--- src/rtl/tlc_bus_arbiter.sv ---
// Round-robin sequencer sharing the traffic-light controller register bus between NREQ requesters.
// Latency: grant on the edge a request is seen in IDLE; req_done on the edge pready is sampled; 4 cycles/access.
// Backpressure: requests hold req_valid until their own req_done; hung accesses abort after TIMEOUT cycles.
module tlc_bus_arbiter #(
   parameter int NREQ    = 4,
   parameter int AW      = 8,
   parameter int DW      = 32,
   parameter int TIMEOUT = 15
) (
   input  logic                 pclk,
   input  logic                 prst,
   input  logic [NREQ-1:0]      req_valid,
   input  logic [NREQ-1:0]      req_wr,
   input  logic [NREQ*AW-1:0]   req_addr,
   input  logic [NREQ*DW-1:0]   req_wdata,
   output logic [NREQ-1:0]      req_done,
   output logic                 req_err,
   output logic [DW-1:0]        req_rdata,
   output logic                 busy,
   output logic                 pvalid,
   output logic                 prd_wr,
   output logic [AW-1:0]        paddr,
   output logic [DW-1:0]        pwdata,
   input  logic                 pready,
   input  logic [DW-1:0]        prdata
);

   localparam int IW = (NREQ > 1) ? $clog2(NREQ) : 1;
   localparam int CW = (TIMEOUT > 0) ? $clog2(TIMEOUT + 1) : 1;

   localparam logic [1:0] ST_IDLE    = 2'd0;
   localparam logic [1:0] ST_ACCESS  = 2'd1;
   localparam logic [1:0] ST_RECOVER = 2'd2;

   typedef struct packed {
      logic          wr;
      logic [AW-1:0] addr;
      logic [DW-1:0] wdata;
   } acc_t;

   logic [1:0]    state;
   logic [IW-1:0] rr_ptr;
   logic [IW-1:0] gnt_idx;
   logic [IW-1:0] win_idx;
   logic [IW-1:0] nxt_ptr;
   logic          win_vld;
   logic [CW-1:0] to_cnt;
   logic          to_hit;
   acc_t          win_acc;

   // First requester at or above rr_ptr, wrapping back to 0.
   always_comb begin
      win_vld = 1'b0;
      win_idx = '0;
      for (int k = 0; k < NREQ; k++) begin
         if (!win_vld && req_valid[(int'(rr_ptr) + k) % NREQ]) begin
            win_vld = 1'b1;
            win_idx = IW'((int'(rr_ptr) + k) % NREQ);
         end
      end
   end

   always_comb begin
      win_acc.wr    = req_wr[win_idx];
      win_acc.addr  = req_addr[win_idx*AW +: AW];
      win_acc.wdata = req_wdata[win_idx*DW +: DW];
   end

   assign nxt_ptr = (gnt_idx == IW'(NREQ - 1)) ? '0 : gnt_idx + 1'b1;
   assign to_hit  = (TIMEOUT != 0) && (to_cnt == CW'(TIMEOUT));

   always_ff @(posedge pclk or posedge prst) begin
      if (prst) begin
         state     <= ST_IDLE;
         rr_ptr    <= '0;
         gnt_idx   <= '0;
         to_cnt    <= '0;
         req_done  <= '0;
         req_err   <= 1'b0;
         req_rdata <= '0;
         busy      <= 1'b0;
         pvalid    <= 1'b0;
         prd_wr    <= 1'b0;
         paddr     <= '0;
         pwdata    <= '0;
      end else begin
         req_done <= '0;
         req_err  <= 1'b0;
         case (state)
            ST_IDLE: begin
               if (win_vld) begin
                  gnt_idx <= win_idx;
                  prd_wr  <= win_acc.wr;
                  paddr   <= win_acc.addr;
                  pwdata  <= win_acc.wdata;
                  pvalid  <= 1'b1;
                  busy    <= 1'b1;
                  to_cnt  <= '0;
                  state   <= ST_ACCESS;
               end
            end
            ST_ACCESS: begin
               // A late pready on the timeout edge still counts as a normal completion.
               if (pready) begin
                  req_done[gnt_idx] <= 1'b1;
                  if (!prd_wr)
                     req_rdata <= prdata;
                  pvalid <= 1'b0;
                  rr_ptr <= nxt_ptr;
                  state  <= ST_RECOVER;
               end else if (to_hit) begin
                  req_done[gnt_idx] <= 1'b1;
                  req_err           <= 1'b1;
                  pvalid            <= 1'b0;
                  rr_ptr            <= nxt_ptr;
                  state             <= ST_RECOVER;
               end else if (TIMEOUT != 0) begin
                  to_cnt <= to_cnt + 1'b1;
               end
            end
            ST_RECOVER: begin
               busy  <= 1'b0;
               state <= ST_IDLE;
            end
            default: begin
               busy   <= 1'b0;
               pvalid <= 1'b0;
               state  <= ST_IDLE;
            end
         endcase
      end
   end

endmodule

--- config.mk ---
export PLATFORM = sky130hd
export DESIGN_NAME = tlc_bus_arbiter
export DESIGN_NICKNAME = d
export VERILOG_FILES = /design/src/rtl/tlc_bus_arbiter.sv
export SDC_FILE = /design/constraint.sdc
export NUM_CORES = 1
export LEC_CHECK = 0
export CORE_MARGIN = 3
export CORE_UTILIZATION = 33
export DETAILED_ROUTE_END_ITERATION = 12
export PLACE_DENSITY = 0.77
export SYNTH_ARGS = -nofsm -noshare
export SYNTH_HDL_FRONTEND = slang
export SYNTH_SLANG_ARGS = --single-unit
--- constraint.sdc ---
create_clock -name pclk -period 3.1 [get_ports pclk]
set_clock_uncertainty 0.2 [all_clocks]
set_input_delay 0.62 -clock pclk [delete_from_list [all_inputs] [get_ports pclk]]
set_output_delay 0.62 -clock pclk [all_outputs]
set_load 0.005 [all_outputs]
==> results of run 1 <==
sequential cells by signal, indices dropped and copies added, names as in the netlist:
signal,count
prd_wr,1
pvalid,1
req_done,4
req_err,1
to_cnt,4
pwdata,32
paddr,8
state,2
gnt_idx,2
req_rdata,32
rr_ptr,2
busy,1
cells by family after synthesis:
family / after synthesis / synth area share, %
muxes: 116 / 27.00
DFF: 90 / 50.52
and+or+nand+nor: 73 / 7.326
AOI/OAI and AO/OA: 55 / 9.936
buffers and inverters: 33 / 3.424
adders and majority gates: 5 / 1.403
xor gates and xnor gates: 2 / 0.3930
worst max-delay path: cells and delay by family:
kind                   cells  cell delay [ns]
AOI/OAI and AO/OA          3             0.79
buffers and inverters      2             0.83
muxes                      1             0.26
and+or+nand+nor            1             0.21
per-stage QoR:
| stage | setup WS (ns) | power [W] | utilization, % | instance area, µm² | hold slack (ns) |
|---|---|---|---|---|---|
| after floorplan | 0.9924 | 0.003627 | - | 4462 | 0.2669 |
| after global placement | 0.09542 | 0.005330 | 58.40 | 7550 | 0.2664 |
| after detailed placement | 0.007537 | 0.005431 | 58.40 | 7550 | 0.2731 |
| after CTS | 0.3736 | 0.006687 | 60.99 | 7884 | 0.2901 |
| after global routing | 0.2381 | 0.007023 | 60.99 | 7884 | 0.3203 |
| final | 0.3636 | 0.006599 | 60.99 | 7884 | 0.2848 |
metal layers:
| metal | vias to the layer above | track usage, % | share of wire (%) |
|---|---|---|---|
| met5 | - | 0 | 0 |
| li1 | 1947 | - | - |
| met1 | 2001 | 20.89 | 37 |
| met4 | 0 | 8.467 | 2.7 |
| met2 | 183 | 36.96 | 54 |
| met3 | 27 | 4.378 | 7.0 |
where the power goes:
part	internal, W	switching (W)
combinational	0.00196	0.00134
clock	0.000739	0.000488
sequential	0.00173	0.000336
total	0.00444	0.00216
synthesized netlist by cell type:
cell type / instances
and3_1: 1
a21boi_0: 1
nor2b_1: 3
a21oi_1: 4
o21ai_0: 4
mux2_2: 34
nand4_1: 1
dfrtp_1: 90
mux2i_1: 82
ha_1: 5
o2111ai_1: 1
buf_6: 1
xor2_1: 2
or3_1: 1
nor3b_2: 1
and2_1: 4
or2_1: 1
nor4_1: 1
buf_2: 17
a21o_1: 1
inv_1: 7
nor3_1: 2
nor2_1: 11
buf_1: 2
o21ai_1: 1
o22ai_1: 1
nand2b_1: 1
o221ai_1: 42
clkbuf_1: 6
nor3b_1: 1
nand4b_1: 1
nand2_1: 44
how the worst min path moves through the flow:
stage | to | slack, ns
2_1_floorplan | to_cnt[0]$_DFFE_PP0P_ | 0.27
3_3_place_gp | pwdata[22]$_DFFE_PP0P_ | 0.27
3_5_place_dp | pwdata[10]$_DFFE_PP0P_ | 0.27
4_1_cts | pwdata[13]$_DFFE_PP0P_ | 0.29
5_1_grt | pwdata[20]$_DFFE_PP0P_ | 0.32
6_report | pwdata[13]$_DFFE_PP0P_ | 0.28
layout by cell type, fill, tap and decap left out, types with 2 or more instances in the layout:
master,instances
o21ai_0,4
buf_4,7
nand2_1,44
bufinv_16,2
and2_1,4
nor3_1,2
nor2_1,11
clkdlybuf4s50_1,282
mux2i_1,82
inv_6,3
nor2b_1,3
dfrtp_1,90
ha_1,5
clkbuf_16,9
a21oi_1,4
xor2_1,2
o221ai_1,41
inv_1,6
buf_12,5
mux2_2,34
final cells by class:
cell class	count	area share, %
tap	172	2.730
clock inverter	6	1.206
multi-input combinational	251	26.35
timing repair buffer	294	37.74
inverter	7	0.3809
sequential	90	28.57
clock buffer	10	3.031
==> results.md, run 1 <==
* Status: finished, final reports clean
* Top post-synthesis cells by area: dfrtp_1 51%, mux2i_1 18%, mux2_2 8.6%, o221ai_1 8.3%, nand2_1 3.7%
* WL final at 15110 µm
* Final Slew Violations at 0
* Routed Antenna Nets at 0
* Crit path to: pwdata[4]$_DFFE_PP0P_
* Hold path startpoint: pwdata[13]$_DFFE_PP0P_
* Maxcap violations at 0
* Reg2reg end: pwdata[4]$_DFFE_PP0P_
* Arr. time, crit path at around 2.7 ns
* Share of layout cells above drive strength 1 at 9.878%
* Initial antenna violation count at 0
* Worst Hold Class: reg -> reg
* CP endpoint kind: flop
* Post-synth cell types at 32
* Worst path cell trace: clkdlybuf4s50_1 -> nor2b_1 -> a21oi_1 -> o221ai_4 -> buf_12 -> mux2i_1 -> o221ai_1
* Die width at 122.2 µm
* Nets at 861
* Initial drt markers at ~190
* Total die area at 14940 µm²
* Slowest stage delay, CP at 0.53 ns
* Clock Latency Late Sink at 0.35 ns
* Register area at 2252 µm²
* CTS max path bufs at 2
* Endpoints failing hold at 0
* Reg2Reg Launch Point: rr_ptr[0]$_DFFE_PP0P_
* H-tree levels at 3
* Via count at 4158
* Actual slew at the worst max-slew pin at 0.8741 ns
* Starting Density at 34.49%
* R2r worst-path depth at 6
* Clock Pin Slew Worst Setup and Hold Paths at 0.07 ns
* Placed insts at 814
* CTS tree: built
* Io pins at 283
* Placer Congestion at around 0.84
* Crit path launch type: input pin
* Chip height at approximately 120 µm
* # DRC at 0
* Max FO, Critical Path at 31
* Worst Path Class, Setup: in -> reg
* Root Driver: clkbuf_16
* Synth Instances at between 300 and 400
* Finished Layout Cells at 830
* Hpwl dp at 11520 µm
* Critical Path RT at between 3 and 4 ns
* R2R setup slack at 0.74 ns
* Pleak at 3.426 nW
* Slowest cell on crit path: o221ai_4
* Fin crit share at 88.27%
* Post-CTS Setup Bufs at 0
* Pre-antenna DRT Iters at 5
* Worst hold path depth at 2
* Vias in the first global route at 4460
* Seq/Total Area, Yosys at 50.52%
* First-pass GRT wire length at 22680 µm
* Global route overflow at 0
* Largest net degree at the start of global routing at 91
* Ys Warns at 0
* Core area at 12930 µm²
* Diodes inserted at 0
* Vias per cell at 5.010
* Minimum clock period at 2.736 ns
* Clock sink total at 90
* Avg Inst Size Synth at 11.92 µm²
* Area delta synth->final at 76.85%
* Rel. slew slack at 41.28%
* Cts-stage hold buffer count at 0
* Syn nets at 582
* Unrepaired setup endpoints after global routing: false
* Multi-input gate area at 2077 µm²
* Gr usage total at between 10% and 20%
* Setup TNS at 0 ns
* Port bufs at 282
* Syn Std Cell Area at between 4000 and 5000 µm²
* Worst IR Drop VDD at 364.3 µV
* FILL cells at 1057
* CP startpoint: req_valid[0]
* Pwr Density at 837.1 nW/µm²
* Post-synthesis register bit count at 90
* Top cell type's share of synthesized area at 50.52%
* DR WL/cell at ~18 µm
* Area leader, netlist: dfrtp_1
* Final number of setup-violating endpoints at 0
* Fmax at 365.4 MHz
* Total CTS buffers at 9
* Gates resized, CTS repair at 0
* Rows at 41
Power figures use the tool's default switching activity.
==> run 2: changes to the inputs <==
==> constraint.sdc (replaced) <==
create_clock -name pclk -period 3.1 [get_ports pclk]
set_clock_uncertainty 0.2 [all_clocks]
set_input_delay 0.62 -clock pclk [delete_from_list [all_inputs] [get_ports pclk]]
set_output_delay 0.62 -clock pclk [all_outputs]
set_load 0.05 [all_outputs]
==> results of run 2 <==
Same layout as run 1 (identical final DEF). Status: finished, final reports clean.
Among the figures that moved: total power 0.006599 W -> 0.008315 W; worst IR drop on VDD 364.3 µV -> 645.3 µV
==> run 3: changes to the inputs <==
--- a/config.mk
+++ b/config.mk
@@ -8,6 +8,7 @@
 export CORE_MARGIN = 3
 export CORE_UTILIZATION = 33
 export DETAILED_ROUTE_END_ITERATION = 12
+export GPL_TIMING_DRIVEN = 0
 export PLACE_DENSITY = 0.77
 export SYNTH_ARGS = -nofsm -noshare
 export SYNTH_HDL_FRONTEND = slang
==> results.md, run 3 (synthesized netlist as in run 1, its figures left out) <==
* Area delta synth->final at 75.61%
* CTS max path bufs at 2 (unchanged)
* Rel. slew slack at 60.86% (+20 points)
* Initial antenna violation count at 0 (unchanged)
* Final number of setup-violating endpoints at 0 (unchanged)
* DR WL/cell at 19.18 µm (+5.3%)
* Worst IR Drop VDD at 518.1 µV
* Clock sink total at 90 (unchanged)
* Minimum hold slack at 0.2890 ns (+0.004149 ns)
* H-tree levels at 3 (unchanged)
* CP top delay family: buffers and inverters
* Worst hold path depth at 2 (unchanged)
* Chip height at 122.2 µm (unchanged)
* Slowest cell on crit path: nor4_1
* Slowest stage delay, CP at 0.53 ns (about the same)
* R2r worst-path depth at 7 (+1)
* Starting Density at 34.49% (unchanged)
* FILL cells at 1053 (-0.38%)
* # DRC at 0 (unchanged)
* Diodes inserted at 0 (unchanged)
* Reg2Reg Launch Point: rr_ptr[0]$_DFFE_PP0P_
* Most frequent cells in the layout: 282 x clkdlybuf4s50_1, 90 x dfrtp_1, 82 x mux2i_1
* WHS Endpoint: pwdata[14]$_DFFE_PP0P_
* First-pass GRT wire length at 24460 µm (+7.8%)
* Rows at 41 (unchanged)
* Worst Hold Class: reg -> reg
* Clock Pin Slew Worst Setup and Hold Paths at 0.07 ns (about the same)
* Port bufs at 282 (unchanged)
* Root Driver: clkbuf_16
* Routed Antenna Nets at 0 (unchanged)
* Cts-stage hold buffer count at 0 (unchanged)
* CTS tree: built
* Nets at 877 (+1.9%)
* Worst path cell trace: clkdlybuf4s50_1 -> nor4_1 -> nor3_2 -> nand2_1 -> clkbuf_1 -> o221ai_1
* Fin crit share at 90.86% (+2.6 points)
* Total die area at 14940 µm² (unchanged)
* Gr usage total at 21.10% (+1.5 points)
* WL final at 16230 µm (+7.4%)
* Max FO, Critical Path at 10 (-68%)
* Critical Path RT at 3.09 ns (-0.02 ns)
* Clock Latency Late Sink at 0.35 ns (about the same)
* Die width at 122.2 µm (unchanged)
* Reg2reg end: pwdata[4]$_DFFE_PP0P_
* CP endpoint kind: flop
* Minimum clock period at 2.817 ns (+0.08029 ns)
* Unrepaired setup endpoints after global routing: false
* Pre-antenna DRT Iters at 4 (-1)
* Pleak at 3.414 nW (-0.36%)
* Io pins at 283 (unchanged)
* Top Registers: pwdata (32), req_rdata (32), paddr (8)
* CP bufs+invs at 2 (unchanged)
* Share of layout cells above drive strength 1 at 10.68% (+0.80 points)
* Most common cell after layout, fill and taps aside: clkdlybuf4s50_1
* Largest net degree at the start of global routing at 45 (-51%)
* R2R setup slack at 0.75 ns (about the same)
* Vias per cell at 5.085 (+1.5%)
* Core area at 12930 µm² (unchanged)
* Hpwl dp at 12790 µm (+11%)
* Placed inst area at 7540 µm² (-0.13%)
* Hold path startpoint: pwdata[14]$_DFFE_PP0P_
* Vias in the first global route at 4544 (+1.9%)
* Worst Path Class, Setup: in -> reg
* Arr. time, crit path at 2.81 ns (+0.07 ns)
* Placer Congestion at 0.8397 (+0.26%)
* Pwr Density at 1047 nW/µm²
* Final Slew Violations at 0 (unchanged)
* Final core occ at 60.56% (-0.43 points)
* Via count at 4302 (+3.5%)
* Cell area after layout at 7829 µm² (-0.70%)
* Endpoints failing hold at 0 (unchanged)
* Fmax at 355.0 MHz (-2.9%)
* Global route overflow at 0 (unchanged)
* Maxcap violations at 0 (unchanged)
* Actual slew at the worst max-slew pin at 0.5852 ns (-0.2889 ns)
* Total CTS buffers at 9 (unchanged)
* Crit path launch type: input pin
* Initial drt markers at 182 (-6.2%)
* Status: finished, final reports clean
==> run 3: cell count changes in the layout (fill, tap and decap cells not counted), sizes merged <==
cell,previous run,this run
buf,12,22
clkbuf,10,16
bufinv,2,0
inv,9,11
==> run 3: metal layers <==
layer | vias to the layer above | part of all wire, % | GRT usage (%)
met3 | 33 | 7.9 | 5.853
met4 | 0 | 3.1 | 8.887
met5 | - | 0 | 0
met2 | 197 | 52 | 37.51
met1 | 2106 | 37 | 23.70
li1 | 1966 | - | -
==> run 3: worst max path at each step <==
stage | start | endpoint | slack [ns] | depth (start not counted)
floorplan | req_valid[2] | paddr[3]$_DFFE_PP0P_ | 0.99 | 7
global placement | req_valid[1] | paddr[3]$_DFFE_PP0P_ | -0.12 | 6
detailed placement | req_valid[1] | pwdata[26]$_DFFE_PP0P_ | -0.16 | 6
CTS | req_valid[1] | pwdata[2]$_DFFE_PP0P_ | 0.17 | 6
global route | req_valid[1] | pwdata[2]$_DFFE_PP0P_ | 0.10 | 6
finish | req_valid[1] | pwdata[2]$_DFFE_PP0P_ | 0.28 | 6
==> run 3: stage by stage <==
step                std cells  setup slack, ns  power (W)  setup TNS [ns]
finish                    846           0.2833   0.008198               0
global route              846           0.1019   0.008605               0
CTS                       846           0.1650   0.008269               0
detailed placement        830          -0.1648   0.007158          -4.882
global placement          828          -0.1153   0.007019          -2.934
floorplan                 374           0.9924   0.005317               0
==> run 3: tightest hold or removal path, stage by stage (launching register included) <==
cell and delay (ns):
dfrtp_1 0.34, nand2_1 0.05, o221ai_1 0.06
==> run 3: timing repair <==
item | 4_1_cts | 5_1_grt
setup endpoints to repair | 0 | 2
resized for setup | 0 | 1
setup buffers | 0 | 0
==> run 3: final cells by class <==
type / count / area (µm²) / area share, %
clock inverters: 6 / 55.05 / 0.7032
flip-flops and latches: 90 / 2252 / 28.77
multi-input cells: 251 / 2058 / 26.29
repair buffers: 284 / 2863 / 36.57
plain buffers: 26 / 126.4 / 1.614
well taps: 172 / 215.2 / 2.749
clock buffers: 10 / 229.0 / 2.925
inverters: 7 / 30.03 / 0.3836
==> run 3: power breakdown <==
group	switching (W)	total (W)	internal, W
logic	0.00313	0.00505	0.00191
registers	0.000334	0.00207	0.00173
clock network	0.000519	0.00108	0.000564
